$ cat src/rtl/neuron_pkg.sv
// Shared definitions for the single-neuron MAC engine: FSM states,
// activation select codes and the signed saturation helper.
package neuron_pkg;

   typedef enum logic [1:0] {
      ST_IDLE  = 2'd0,
      ST_ACCUM = 2'd1,
      ST_DRAIN = 2'd2,
      ST_OUT   = 2'd3
   } state_t;

   localparam logic [1:0] ACT_LINEAR = 2'd0;
   localparam logic [1:0] ACT_RELU   = 2'd1;
   localparam logic [1:0] ACT_STEP   = 2'd2;

   // Clamp v into the signed range of a width-bit number; callers cast down to width.
   function automatic logic signed [63:0] sat(input logic signed [63:0] v,
                                              input int unsigned width);
      logic signed [63:0] hi;
      logic signed [63:0] lo;
      hi = (64'sd1 <<< (width - 1)) - 64'sd1;
      lo = -hi - 64'sd1;
      if (v > hi) return hi;
      if (v < lo) return lo;
      return v;
   endfunction

endpackage

$ cat src/rtl/neuron_activation.sv
// Combinational activation stage: maps a signed accumulator value to the
// neuron result according to the selected activation mode.
module neuron_activation
   import neuron_pkg::*;
#(
   parameter int AW = 20,
   parameter int OW = 16
) (
   input  logic [AW-1:0] acc,
   input  logic [1:0]    mode,
   output logic [OW-1:0] result
);

   logic signed [63:0] acc_ext;

   always_comb begin
      acc_ext = 64'($signed(acc));
      case (mode)
         ACT_RELU: result = (acc_ext < 0) ? '0 : OW'(sat(acc_ext, OW));
         ACT_STEP: result = (acc_ext > 0) ? OW'(1) : '0;
         // Reserved code 3 falls back to linear.
         default:  result = OW'(sat(acc_ext, OW));
      endcase
   end

endmodule

$ cat src/rtl/neuron_mac_unit.sv
// Single-neuron engine: registered signed multiplier feeding a saturating,
// bias-initialised accumulator, then activation and a valid/ready result port.
module neuron_mac_unit
   import neuron_pkg::*;
#(
   parameter int DW   = 8,
   parameter int AW   = 20,
   parameter int OW   = 16,
   parameter int N_IN = 16,
   parameter int CW   = $clog2(N_IN + 1)
) (
   input  logic          clk,
   input  logic          rst,
   input  logic          start,
   input  logic [AW-1:0] bias,
   input  logic [1:0]    act_mode,
   input  logic          in_valid,
   output logic          in_ready,
   input  logic [DW-1:0] x_in,
   input  logic [DW-1:0] w_in,
   output logic          out_valid,
   input  logic          out_ready,
   output logic [OW-1:0] result,
   output logic          busy,
   output logic          overflow
);

   state_t                 state;
   state_t                 state_next;
   logic [CW-1:0]          cnt;
   logic signed [2*DW-1:0] prod;
   logic signed [2*DW-1:0] p_reg;
   logic                   p_vld;
   logic signed [AW-1:0]   acc;
   logic signed [AW-1:0]   acc_next;
   logic signed [63:0]     sum_ext;
   logic signed [63:0]     sum_sat;
   logic                   sat_hit;
   logic [1:0]             mode_r;
   logic                   hs;
   logic                   last_pair;
   logic [OW-1:0]          act_res;

   assign prod = (2*DW)'($signed(x_in)) * (2*DW)'($signed(w_in));

   // Handshake is derived from state directly so it does not loop through in_ready.
   assign hs        = in_valid && (state == ST_ACCUM);
   assign last_pair = hs && (cnt == CW'(N_IN - 1));

   assign sum_ext  = 64'(acc) + 64'(p_reg);
   assign sum_sat  = sat(sum_ext, AW);
   assign sat_hit  = (sum_sat != sum_ext);
   assign acc_next = p_vld ? AW'(sum_sat) : acc;

   neuron_activation #(
      .AW (AW),
      .OW (OW)
   ) u_act (
      .acc    (acc_next),
      .mode   (mode_r),
      .result (act_res)
   );

   always_comb begin
      state_next = state;
      in_ready   = 1'b0;
      busy       = 1'b1;
      case (state)
         ST_IDLE: begin
            busy = 1'b0;
            if (start) state_next = ST_ACCUM;
         end
         ST_ACCUM: begin
            in_ready = 1'b1;
            if (last_pair) state_next = ST_DRAIN;
         end
         ST_DRAIN: state_next = ST_OUT;
         ST_OUT: begin
            if (out_valid && out_ready) state_next = ST_IDLE;
         end
         default: state_next = ST_IDLE;
      endcase
   end

   always_ff @(posedge clk or negedge rst) begin
      if (!rst) begin
         state     <= ST_IDLE;
         cnt       <= '0;
         p_reg     <= '0;
         p_vld     <= 1'b0;
         acc       <= '0;
         mode_r    <= ACT_LINEAR;
         result    <= '0;
         out_valid <= 1'b0;
         overflow  <= 1'b0;
      end else begin
         state <= state_next;
         p_vld <= hs;
         if (hs) begin
            p_reg <= prod;
            cnt   <= cnt + CW'(1);
         end
         if (p_vld) begin
            acc <= acc_next;
            if (sat_hit) overflow <= 1'b1;
         end
         case (state)
            ST_IDLE: begin
               if (start) begin
                  acc      <= $signed(bias);
                  cnt      <= '0;
                  overflow <= 1'b0;
                  mode_r   <= act_mode;
               end
            end
            ST_DRAIN: begin
               result    <= act_res;
               out_valid <= 1'b1;
            end
            ST_OUT: begin
               if (out_ready) out_valid <= 1'b0;
            end
            default: ;
         endcase
      end
   end

endmodule

$ cat config.mk
export PLATFORM = sky130hd
export DESIGN_NAME = neuron_mac_unit
export DESIGN_NICKNAME = d
export VERILOG_FILES = /design/src/rtl/neuron_pkg.sv /design/src/rtl/neuron_activation.sv /design/src/rtl/neuron_mac_unit.sv
export SDC_FILE = /design/constraint.sdc
export NUM_CORES = 1
export LEC_CHECK = 0
export CAP_MARGIN = 20
export CORE_MARGIN = 10
export CORE_UTILIZATION = 47
export DETAILED_ROUTE_END_ITERATION = 8
export GPL_TIMING_DRIVEN = 0
export PLACE_DENSITY = 0.68
export SYNTH_ARGS = -nofsm -noshare
export SYNTH_HDL_FRONTEND = slang
export SYNTH_SLANG_ARGS = --single-unit
$ cat constraint.sdc
create_clock -name clk -period 8.8 [get_ports clk]
set_input_delay 2.64 -clock clk [delete_from_list [all_inputs] [get_ports clk]]
set_output_delay 2.64 -clock clk [all_outputs]
set_load 0.02 [all_outputs]
==> out/qor.yml <==
status: "finished clean"
cts_buffers: 9
drive_above_1_share: 0.0452
globalRoute.totalOverflow: 0
worst_setup_path_end_kind: "flop"
fin_setup_tns_ns: 0
yosys_warnings: 0
rsz0062_at_grt: "false"
dpl.hpwl_um: 13600
slew_headroom: 0.455
cp.required_ns: 9.04
dieArea_um2: 19100
synth_area_leaders: "dfrtp_1, fa_1, ha_1"
yosysMostFrequentCell: "nand2_1"
clock_latency_ns: 0.33
timing.final.max_slew_violations: 0
leakage_nw: 3.65
vdd_drop_max_mv: 0.201
maxCapViolCount: 0
grt_pass1_vias: 5821
post-route-cell-area_um2: 7670
dieWidth_um: 138
synth-seq-cells: 64
pwr_density_cell_nw_per_um2: 383
clock-root-buffer: "clkbuf_16"
synth_ff_type: "dfrtp_1"
largest_register_ffs: 20
critPathKind: "in -> reg"
hold_viol: 0
fmaxAchievable_mhz: 136
synth_area_leader_cell: "dfrtp_1"
cts_setup_buffers: 0
diodes: 0
critPathLaunch: "x_in[1]"
syn_avg_cell_area_um2: 8.85
ys_types: 65
fin_util: 0.557
cts_resized: 0
total_power_mw: 2.94
die_h_um: 138
area_growth_syn_to_layout_pct: 16.9
cp_max_fo: 8
fin_nets: 971
timing.rr.start: "p_reg[0]"
num_io_pins: 63
core_area_um2: 13800
post-route-period-util: 0.834
start_kind: "input port"
synthArstFlopShare: 1.00
row_count: 43
finalSetupViolCount: 0
ys_top_cells_by_count: "nand2_1, inv_1, dfrtp_1, ha_1, fa_1"
drt_iter0_drc: 449
hold_path_class: "reg -> reg"
initial_utilization: 0.476
avgRoutedWirePerCell_um: 16.6
antenna_found_initial: 0
synth.net_count: 898
ys_seq_area_frac: 0.244
cts_tree: "done"
clk_pin_slew_worst_paths_ns: 0.05
netlist.area_leader.share: 0.244
placed_area_um2: 7400
finalClockSkew_ns: 0.00553
drc: 0
routed_wl_um: 16500
htreeDepth: 3
grt_pass1_wl_um: 28400
clock_sinks: 64
cp.arrival_ns: 7.58
synth_edf_count: 0
ant_nets: 0
dr.pass1.iters: 5
min_from: "p_reg[4]"
worst_pin_slew_ns: 0.817
gp_congestion: 0.862
finalCriticalPeriod_ns: 7.34
syn_inst: 741
clockBufferDepth: 2
synth_area_um2: 6560
track_usage: 0.175
vias_per_cell: 5.57
nFillCells: 1282
io_buffers: 62
vias: 5567
ctsHoldBuffers: 0
grt_max_degree: 65
cell type report:
| type | count | area (µm²) | area share |
|---|---|---|---|
| Clock inverter | 3 | 17.5 | 0.00228 |
| Tap cell | 180 | 225 | 0.0294 |
| Buffer | 22 | 109 | 0.0142 |
| Sequential cell | 64 | 1600 | 0.209 |
| Inverter | 85 | 319 | 0.0416 |
| Timing Repair Buffer | 62 | 618 | 0.0806 |
| Clock buffer | 13 | 250 | 0.0326 |
| Multi-Input combinational cell | 570 | 4530 | 0.590 |
kinds of logic (layout without fill, tap and decap cells):
family,count (synthesis),after routing,share of synthesized area
mux,2,2,0.00305
simple gates,261,261,0.189
xor+xnor,34,34,0.0454
fa+ha+maj,114,114,0.282
compound gates,159,159,0.171
buf+inv,107,185,0.0653
flops,64,64,0.244
power by group:
part,leakage [nW],total (mW),internal [mW],switching [mW]
clock,0.130,0.320,0.197,0.122
sequential,0.796,0.548,0.430,0.118
combinational,2.73,2.07,0.859,1.21
total,3.65,2.94,1.49,1.45
per-layer routing:
metal,vias up,wire length [µm],track usage
li1,2649,-,-
met1,2771,7380,0.225
met2,128,8120,0.295
met3,19,846,0.0394
met4,0,198,0.0316
met5,-,0,0
cells in the final DEF (no fill, tap or decap), drive strengths merged, types with 20 or more instances in the layout:
cell type,n
a21oi,31
o21ai,48
inv,85
fa,56
clkdlybuf4s50,61
and2,38
clkbuf,28
dfrtp,64
nand2,112
ha,58
xnor2,20
nor2,48
worst paths after layout:
| check | to | slack (ns) | cells after the start |
|---|---|---|---|
| max | p_reg[14] | 1.46 | 19 |
| min | p_reg[4] | 0.48 | 2 |
| max reg2reg | result[0] | 5.19 | 14 |
| min reg2reg | p_reg[4] | 0.48 | 2 |
| max in group asynchronous | p_reg[8] | 5.85 | 1 |
| min in group asynchronous | mode_r[0] | 2.40 | 1 |
critical path, cell delays in order:
cell and delay (ns):
clkdlybuf4s50_1 0.56, and2_1 0.26, fa_1 0.41, inv_1 0.09, fa_1 0.41, fa_1 0.48
fa_1 0.55, inv_1 0.04, ha_1 0.33, nor2b_1 0.14, o21ai_0 0.23, a21boi_0 0.16
o21ai_0 0.25, a21boi_0 0.17, o21ai_0 0.23, a21oi_1 0.13, o21ai_0 0.26, nand4b_1 0.13
o211ai_1 0.10
metrics by stage:
stage / hold slack [ns] / instances / setup slack, ns
after global routing: 0.504 / 999 / 1.08
final: 0.482 / 999 / 1.46
after floorplan: 0.445 / 741 / 2.20
after global placement: 0.477 / 983 / 1.27
after detailed placement: 0.478 / 983 / 1.17
after CTS: 0.491 / 999 / 1.48
Note: power is estimated with default switching activity, not from simulation.
